===== src/rtl/block_sync_lock_controller.sv =====
// Bring-up sequencer for the RX block-sync array and the AM-lock stage.
// It runs the lanes through lock, restarts them on timeout, and counts restarts and lock losses.
module block_sync_lock_controller #(
    parameter int N_LANES        = 20,
    parameter int NB_TIMER       = 16,
    parameter int RESTART_CYCLES = 4,
    parameter int NB_CNT         = 8
) (
    input  logic                i_clock,
    input  logic                i_reset,
    input  logic                i_valid,
    input  logic                i_signal_ok,
    input  logic [N_LANES-1:0]  i_block_lock,
    input  logic [N_LANES-1:0]  i_am_lock,
    input  logic [NB_TIMER-1:0] i_rf_timeout_limit,
    input  logic                i_rf_clear_counters,
    output logic                o_blksync_enable,
    output logic                o_blksync_restart,
    output logic                o_am_enable,
    output logic                o_all_block_lock,
    output logic                o_link_up,
    output logic [NB_CNT-1:0]   o_restart_count,
    output logic [NB_CNT-1:0]   o_lock_loss_count,
    output logic [2:0]          o_state
);

    localparam int NB_RC = $clog2(RESTART_CYCLES + 1);

    typedef enum logic [2:0] {
        IDLE      = 3'd0,
        SYNC_WAIT = 3'd1,
        RESTART   = 3'd2,
        AM_WAIT   = 3'd3,
        LINK_UP   = 3'd4
    } state_t;

    state_t              state_q, state_d;
    logic [NB_TIMER-1:0] timer_q, timer_d;
    logic [NB_RC-1:0]    restart_cnt_q, restart_cnt_d;
    logic [NB_CNT-1:0]   restart_count_q, restart_count_d;
    logic [NB_CNT-1:0]   lock_loss_count_q, lock_loss_count_d;
    logic                all_block_lock_q, all_block_lock_d;

    logic all_lock;
    logic all_am;
    logic timeout;
    logic in_wait;
    logic enter_restart;
    logic lock_loss;

    assign all_lock = &i_block_lock;
    assign all_am   = &i_am_lock;
    assign in_wait  = (state_q == SYNC_WAIT) || (state_q == AM_WAIT);
    // The limit is compared live, so a lowered limit only fires again after the timer wraps.
    assign timeout  = (i_rf_timeout_limit != '0) && (timer_q == i_rf_timeout_limit) && i_valid;

    always_comb begin
        state_d = state_q;
        if (!i_signal_ok) begin
            state_d = IDLE;
        end else begin
            case (state_q)
                IDLE: state_d = SYNC_WAIT;
                SYNC_WAIT: begin
                    if (all_lock)     state_d = AM_WAIT;
                    else if (timeout) state_d = RESTART;
                end
                RESTART: begin
                    if (restart_cnt_q == NB_RC'(RESTART_CYCLES - 1)) state_d = SYNC_WAIT;
                end
                AM_WAIT: begin
                    if (!all_lock)    state_d = SYNC_WAIT;
                    else if (all_am)  state_d = LINK_UP;
                    else if (timeout) state_d = RESTART;
                end
                LINK_UP: begin
                    if (!all_lock)    state_d = SYNC_WAIT;
                    else if (!all_am) state_d = AM_WAIT;
                end
                default: state_d = IDLE;
            endcase
        end
    end

    assign enter_restart = (state_d == RESTART) && (state_q != RESTART);
    assign lock_loss     = (state_q == LINK_UP) && (state_d == SYNC_WAIT);

    always_comb begin
        timer_d = timer_q;
        if (state_d != state_q) begin
            timer_d = '0;
        end else if (in_wait && i_valid) begin
            timer_d = timer_q + NB_TIMER'(1);
        end

        restart_cnt_d = '0;
        if ((state_q == RESTART) && (state_d == RESTART)) begin
            restart_cnt_d = restart_cnt_q + NB_RC'(1);
        end

        restart_count_d = restart_count_q;
        if (i_rf_clear_counters) begin
            restart_count_d = '0;
        end else if (enter_restart && (restart_count_q != '1)) begin
            restart_count_d = restart_count_q + NB_CNT'(1);
        end

        lock_loss_count_d = lock_loss_count_q;
        if (i_rf_clear_counters) begin
            lock_loss_count_d = '0;
        end else if (lock_loss && (lock_loss_count_q != '1)) begin
            lock_loss_count_d = lock_loss_count_q + NB_CNT'(1);
        end

        all_block_lock_d = all_lock;
    end

    always_ff @(posedge i_clock) begin
        if (i_reset) begin
            state_q           <= IDLE;
            timer_q           <= '0;
            restart_cnt_q     <= '0;
            restart_count_q   <= '0;
            lock_loss_count_q <= '0;
            all_block_lock_q  <= 1'b0;
        end else begin
            state_q           <= state_d;
            timer_q           <= timer_d;
            restart_cnt_q     <= restart_cnt_d;
            restart_count_q   <= restart_count_d;
            lock_loss_count_q <= lock_loss_count_d;
            all_block_lock_q  <= all_block_lock_d;
        end
    end

    always_comb begin
        o_blksync_enable  = (state_q == SYNC_WAIT) || (state_q == AM_WAIT) || (state_q == LINK_UP);
        o_blksync_restart = (state_q == RESTART);
        o_am_enable       = (state_q == AM_WAIT) || (state_q == LINK_UP);
        o_link_up         = (state_q == LINK_UP);
        o_all_block_lock  = all_block_lock_q;
        o_restart_count   = restart_count_q;
        o_lock_loss_count = lock_loss_count_q;
        o_state           = state_q;
    end

endmodule


===== config.mk =====
export PLATFORM = sky130hd
export DESIGN_NAME = block_sync_lock_controller
export DESIGN_NICKNAME = d
export VERILOG_FILES = /design/src/rtl/block_sync_lock_controller.sv
export SDC_FILE = /design/constraint.sdc
export NUM_CORES = 1
export LEC_CHECK = 0
export ABC_AREA = 1
export BUFFER_PORTS_ARGS = -buffer_cell sky130_fd_sc_hd__buf_2
export CORE_UTILIZATION = 50
export DETAILED_ROUTE_END_ITERATION = 10
export GPL_TIMING_DRIVEN = 0
export HOLD_SLACK_MARGIN = 0.15
export PLACE_DENSITY_LB_ADDON = 0.12
export SLEW_MARGIN = 10
export SYNTH_ARGS = -nofsm -noshare
export SYNTH_HDL_FRONTEND = slang
export SYNTH_SLANG_ARGS = --single-unit

===== constraint.sdc =====
create_clock -name i_clock -period 4.3 [get_ports i_clock]
set_clock_uncertainty 0.2 [all_clocks]
set_input_delay 0.645 -clock i_clock [delete_from_list [all_inputs] [get_ports i_clock]]
set_output_delay 0.645 -clock i_clock [all_outputs]
set_load 0.005 [all_outputs]

==> flow_summary_export.csv, run 1 <==
group,metric,value,unit
clock_tree,htree_levels,2,
clock_tree,cts_num_sinks,39,
setup_path,timing.rr.end,"timer_q[14]",
routing,drc,0,
global_route,antenna_found_initial,0,
sta,setup_violations,0,
placed_design,post-place-ws,1.587,ns
layout,drive_gt1_share,26.21,%
power,p_per_area,207.7,mW/mm²
sta,finalCriticalPeriod,2.392,ns
power,combPwrFrac,12.9,%
power,switching_power,0.1931,mW
placed_design,place_hpwl,5034,µm
yosys,yosysUniqueCellTypes,36,
setup_path,reg2reg_from,"o_state[0]",
setup_path,cp.depth,15,
power,total_power,0.7069,mW
setup_path,cp-startpoint,"i_rf_timeout_limit[4]",
setup_path,rr_worst_depth,12,
sta,worst_slew_pin_slew,0.5295,ns
setup_path,crit_top_cell,"nand2_1",
yosys,synthTopCellsByArea,"dfxtp_1, nand2_1, nor2_1",
routing,drt_wl_total,6285,µm
layout,multi_input_area,0.001723,mm²
clock_tree,clk_pin_slew,0.08,ns
power,netSwitchingFraction,27.32,%
floorplanning,core,0.005270,mm²
job,maxCapViolations,0,
routing,wire_per_inst,10.34,µm
status,outcome,"finished, final reports clean",
setup_path,cp.arrival,2.37,ns
setup_path,cpMaxStageDelayCell,"nor2_2",
clock_tree,cts_buffers,5,
yosys,syn_nets,512,
sta,maxSlewViolCount,0,
routing,drtIter0Drc,112,
sta,tns,0,ns
yosys,synth_warnings,0,
yosys,netlist_area,0.002806,mm²
floorplanning,die_area,0.005917,mm²
layout,ff_latch_area,780.7,µm²
power,power.share.clock,35.7,%
clock_tree,cts_resized,0,
global_route,overflow,0,
setup_path,r2r_slack,1.92,ns
min_path,min_path_type,"reg2reg",
setup_path,critical_path_buf_inv_count,1,
sta,hold_viol,0,
power,p_int,0.5137,mW
power,leakage,1.676,nW
power,peakVddDrop,0.1501,mV
routing,via_count,2921,
layout,diodes,0,
floorplanning,dieWidth,76.92,µm
setup_path,cp-endpoint,"o_lock_loss_count[3]",
sta,fmax,418.1,MHz
clock_tree,cts_tree,"yes",
yosys,synth_top_area_share,27.82,%
setup_path,critPathMaxStageDelay,0.31,ns
floorplanning,start_util,53.25,%
layout,fillers,520,
yosys,seq_area_frac_synth,27.82,%
routing,detail-route-antenna-nets,0,
clock_tree,max-clock-path-buffers,2,
setup_path,worstSetupPathType,"in2reg",
clock_tree,cts_setup_buffers,0,
setup_path,end_kind,"flip-flop",
yosys,synth_cells,446,
setup_path,critPathLaunchType,"primary input",
floorplanning,io_pins,85,
global_route,grt_max_degree,14,
global_route,first_global_vias,2675,
global_route,grtUsageTotal,22.46,%
setup_path,required,4.28,ns
sta,relSlewSlack,64.57,%
setup_path,cp_max_fo,9,
layout,syn_to_final_growth,21.27,%
sta,holdWs,0.2294,ns
yosys,yosysTopAreaCell,"dfxtp_1",
sta,setup_slack,1.908,ns
placed_design,numPortBuffers,84,
floorplanning,row_count,26,
placed_design,globalplace.congestion,0.8318,
clock_tree,clk_latency,0.29,ns
sta,post-route-period-util,55.62,%
clock_tree,clock_tree.root_cell,"clkbuf_8",
yosys,ys_ff_latch,39,
setup_path,crit_chain,"buf_2, nor2_1, nand2_1, nor2_1, a21oi_1, nand3_1, nand2_1, nand2_1, nand2_1, nand3_2, nand2_4, nor2_2, nand2_1, nand2_1, a21oi_1",
routing,vias_per_cell,4.804,
routing,firstDrtPassIters,4,
sta,rsz0062_at_grt,"no",
power,pwr-share-seq,51.3,%
floorplanning,die_height,76.92,µm
global_route,grt_pass1_wl,10940,µm
clock_tree,ctsHoldBuffers,0,
layout,num-nets-final,603,
yosys,postSynthAreaPerCell,6.292,µm²
setup_path,critPathTopFamily,"simple AND/OR/NAND/NOR gates",
==> synth_stat cells, drive strengths merged <==
library cell	count
o21ai	9
nor3b	1
or2	4
clkinv	2
a21oi	13
ha	5
nor2	81
inv	72
dfxtp	39
o21bai	3
nand2	133
nand4	27
buf	3
nor4	3
o21a	1
and3	1
nand3	17
nor3	11
nand3b	3
xor2	18
==> through the flow <==
step	instances	cell area (µm²)	util (%)
floorplan	446	2806	-
finish	608	3403	64.58
global route	608	3403	64.58
detailed placement	600	3314	62.89
CTS	608	3403	64.58
global placement	600	3314	62.89
==> metal layers <==
metal | vias to the layer above | GRT usage (%) | share of wire [%]
met1 | 1273 | 26.58 | 46
met2 | 62 | 41.07 | 48
met3 | 5 | 3.810 | 4.9
met5 | - | 0 | 0
li1 | 1581 | - | -
met4 | 0 | 6.346 | 0.84
==> sequential cells by signal, indices dropped and copies added (netlist names) <==
name               count
timer_q               16
o_state                3
o_all_block_lock       1
restart_cnt_q          3
o_restart_count        8
o_lock_loss_count      8
==> power groups by stage <==
stage | Combinational (mW) | Clock [mW] | Sequential (mW)
6_report | 0.0913 | 0.253 | 0.363
5_1_grt | 0.103 | 0.274 | 0.363
4_1_cts | 0.0920 | 0.260 | 0.363
3_5_place_dp | 0.0916 | 0 | 0.372
3_3_place_gp | 0.0890 | 0 | 0.371
2_1_floorplan | 0.0481 | 0 | 0.371
==> cells in the final DEF (no fill, tap or decap), types with 5 or more instances in the layout <==
| cell type | count |
|---|---|
| inv_1 | 59 |
| dfxtp_1 | 39 |
| xor2_1 | 17 |
| buf_2 | 85 |
| nor2_4 | 12 |
| nor2_1 | 65 |
| nand4_1 | 26 |
| ha_1 | 5 |
| inv_2 | 13 |
| nand3_1 | 16 |
| nor3_1 | 7 |
| o21ai_0 | 9 |
| a21oi_1 | 12 |
| nand2_1 | 128 |
| clkbuf_8 | 5 |
==> area by class of cell <==
class | instances | area share, %
Sequential cell | 39 | 22.94
Multi-Input combinational cell | 330 | 50.62
Inverter | 74 | 8.199
Clock inverter | 3 | 0.5882
Buffer | 3 | 0.6985
Clock buffer | 5 | 2.022
Timing Repair Buffer | 84 | 12.35
Tap cell | 70 | 2.574
==> worst min path at each step <==
stage	from	endpoint	slack, ns	depth (start not counted)
floorplan	restart_cnt_q[0]	restart_cnt_q[0]	0.20	1
global placement	restart_cnt_q[0]	restart_cnt_q[0]	0.21	1
detailed placement	restart_cnt_q[0]	restart_cnt_q[0]	0.22	1
CTS	restart_cnt_q[0]	restart_cnt_q[0]	0.23	1
global route	restart_cnt_q[0]	restart_cnt_q[0]	0.26	1
finish	restart_cnt_q[0]	restart_cnt_q[0]	0.23	1
==> logic make-up after synthesis <==
kind of cell	synth area share, %
flops	27.82
fa+ha+maj	2.229
compound gates	5.127
simple gates	48.15
buf+inv	10.79
xor+xnor	5.885
Power figures use the tool's default switching activity.
==> inputs of run 2 (changes only) <==
- clock period: 4.3 -> 2.3 ns (I/O delays scaled with it)
==> run 2 against run 1 <==
Clock power grew 87%. Clock-buffer cell count is the same. Combinational power grew 140%. Register-to-register slack lost 1.9 ns. Worst hold slack lost 0.085 ns. Final cell count grew 4.3%. Critical endpoint is now timer_q[5]. Highest routed layer unchanged.
==> flow_summary_export.csv, run 2 (same netlist as run 1, synthesis figures left out) <==
group,metric,value,unit
status,outcome,"finished, final reports clean",
sta,relSlewSlack,66.39,%
sta,tns,0,ns
sta,maxSlewViolCount,0,
global_route,grt_max_degree,14,
clock_tree,cts_tree,"yes",
clock_tree,cts_buffers,5,
job,maxCapViolations,0,
sta,fmax,446.3,MHz
placed_design,numPortBuffers,84,
global_route,met3_usage,3.810,%
layout,mostFrequentLayoutCell,"nand2_1",
setup_path,reg2reg_from,"o_state[0]",
clock_tree,clock_tree.root_cell,"clkbuf_8",
routing,drtIter0Drc,148,
layout,largest_reg_flops,16,
clock_tree,htree_levels,2,
routing,vias_per_cell,4.916,
floorplanning,start_util,53.25,%
setup_path,end_kind,"flip-flop",
routing,via_count,3117,
routing,drt_wl_total,7197,µm
floorplanning,row_count,26,
layout,layout_common_cells,"nand2_1, buf_2, nor2_1",
sta,setup_violations,0,
setup_path,cp.arrival,2.27,ns
global_route,overflow,0,
global_route,first_global_vias,2706,
routing,wire_per_inst,11.35,µm
power,p_per_area,358.7,mW/mm²
sta,hold_viol,0,
placed_design,dp.cells,600,
power,peakVddDrop,0.3012,mV
floorplanning,core,0.005270,mm²
sta,post-route-period-util,97.42,%
global_route,grt_pass1_wl,11050,µm
floorplanning,die_area,0.005917,mm²
setup_path,critPathLaunchType,"flip-flop",
floorplanning,dieWidth,76.92,µm
setup_path,worstSetupPathType,"reg2reg",
sta,worst_slew_pin_slew,0.4995,ns
clock_tree,clk_latency,0.29,ns
sta,rsz0062_at_grt,"yes",
power,leakage,1.903,nW
layout,final_cells,634,
clock_tree,cts_num_sinks,39,
layout,top_register,"timer_q",
routing,drc,0,
global_route,grt_use_met1,26.80,%
setup_path,cp-startpoint,"o_state[0]",
placed_design,post-place-ws,-0.1135,ns
min_path,hp-start,"i_rf_clear_counters",
layout,fin_util,72.27,%
global_route,grtUsageTotal,22.66,%
placed_design,place_area,0.003314,mm²
sta,finalCriticalPeriod,2.241,ns
layout,num-nets-final,629,
floorplanning,die_height,76.92,µm
clock_tree,clk_pin_slew,0.08,ns
layout,diodes,0,
global_route,antenna_found_initial,0,
sta,setup_slack,0.05937,ns
placed_design,globalplace.congestion,0.8318,
layout,syn_to_final_growth,35.71,%
layout,drive_gt1_share,35.99,%
clock_tree,max-clock-path-buffers,2,
setup_path,cp_max_fo,7,
placed_design,place_hpwl,5034,µm
routing,firstDrtPassIters,5,
min_path,min_path_type,"in2reg",
setup_path,required,2.33,ns
global_route,gr-usage-met2,41.52,%
floorplanning,io_pins,85,
global_route,grt.busiest_layer,"met2",
routing,detail-route-antenna-nets,0,
layout,final_area,0.003809,mm²
[run 2: metrics by stage]
stage / total power [mW] / hold slack [ns]
floorplan: 0.7842 / 0.1992
CTS: 1.342 / 0.1697
global route: 1.429 / 0.1584
detailed placement: 0.8658 / 0.2187
global placement: 0.8609 / 0.2093
finish: 1.366 / 0.1444
[run 2: worst paths after layout]
path,endpoint,slack [ns],cells after the start
min reg2reg,restart_cnt_q[0],0.23,1
max reg2reg,timer_q[5],0.06,17
max,timer_q[5],0.06,17
min,o_restart_count[2],0.14,4
[run 2: final cells by class]
class	instances	area [µm²]
multi-input cells	330	1842
repair buffers	110	640.6
inverters	74	285.3
clock buffers	5	68.82
clock inverters	3	20.02
fillers	458	1461
flip-flops and latches	39	818.3
plain buffers	3	46.29
well taps	70	87.58
[run 2: repair_timing]
item | in CTS | in global routing
gates resized for setup | 6 | 61
gates cloned | 0 | 2
pin swaps | 3 | 24
buffers inserted | 3 | 20
setup endpoints to repair | 9 | 31
endpoints found under the hold margin | 4 | 0
hold buffers | 1 | 0
[run 2: per-layer routing]
metal,part of all wire (%),wire (µm)
met5,0,0
met4,0.74,53
met3,4.4,320
met2,51,3699
met1,43,3124
[run 2: worst max-delay path, cell delays in order (launching register included)]
cell       delay [ns]
dfxtp_2          0.33
buf_8            0.13
nor2_4           0.11
inv_2            0.05
nor2_4           0.13
inv_2            0.06
nand2_2          0.06
nand2_1          0.05
nor2_1           0.12
nor2_1           0.06
nand2_1          0.08
nand2_2          0.09
inv_4            0.09
nand2_2          0.05
a21oi_2          0.18
nand2_4          0.13
clkbuf_16        0.20
nor2_4           0.07
[run 2: power breakdown]
part           switching [mW]  internal [mW]  leakage, nW
Clock                   0.262          0.211       0.0402
Sequential            0.00180          0.669        0.324
Combinational           0.117          0.105         1.54
Total                   0.381          0.985         1.90
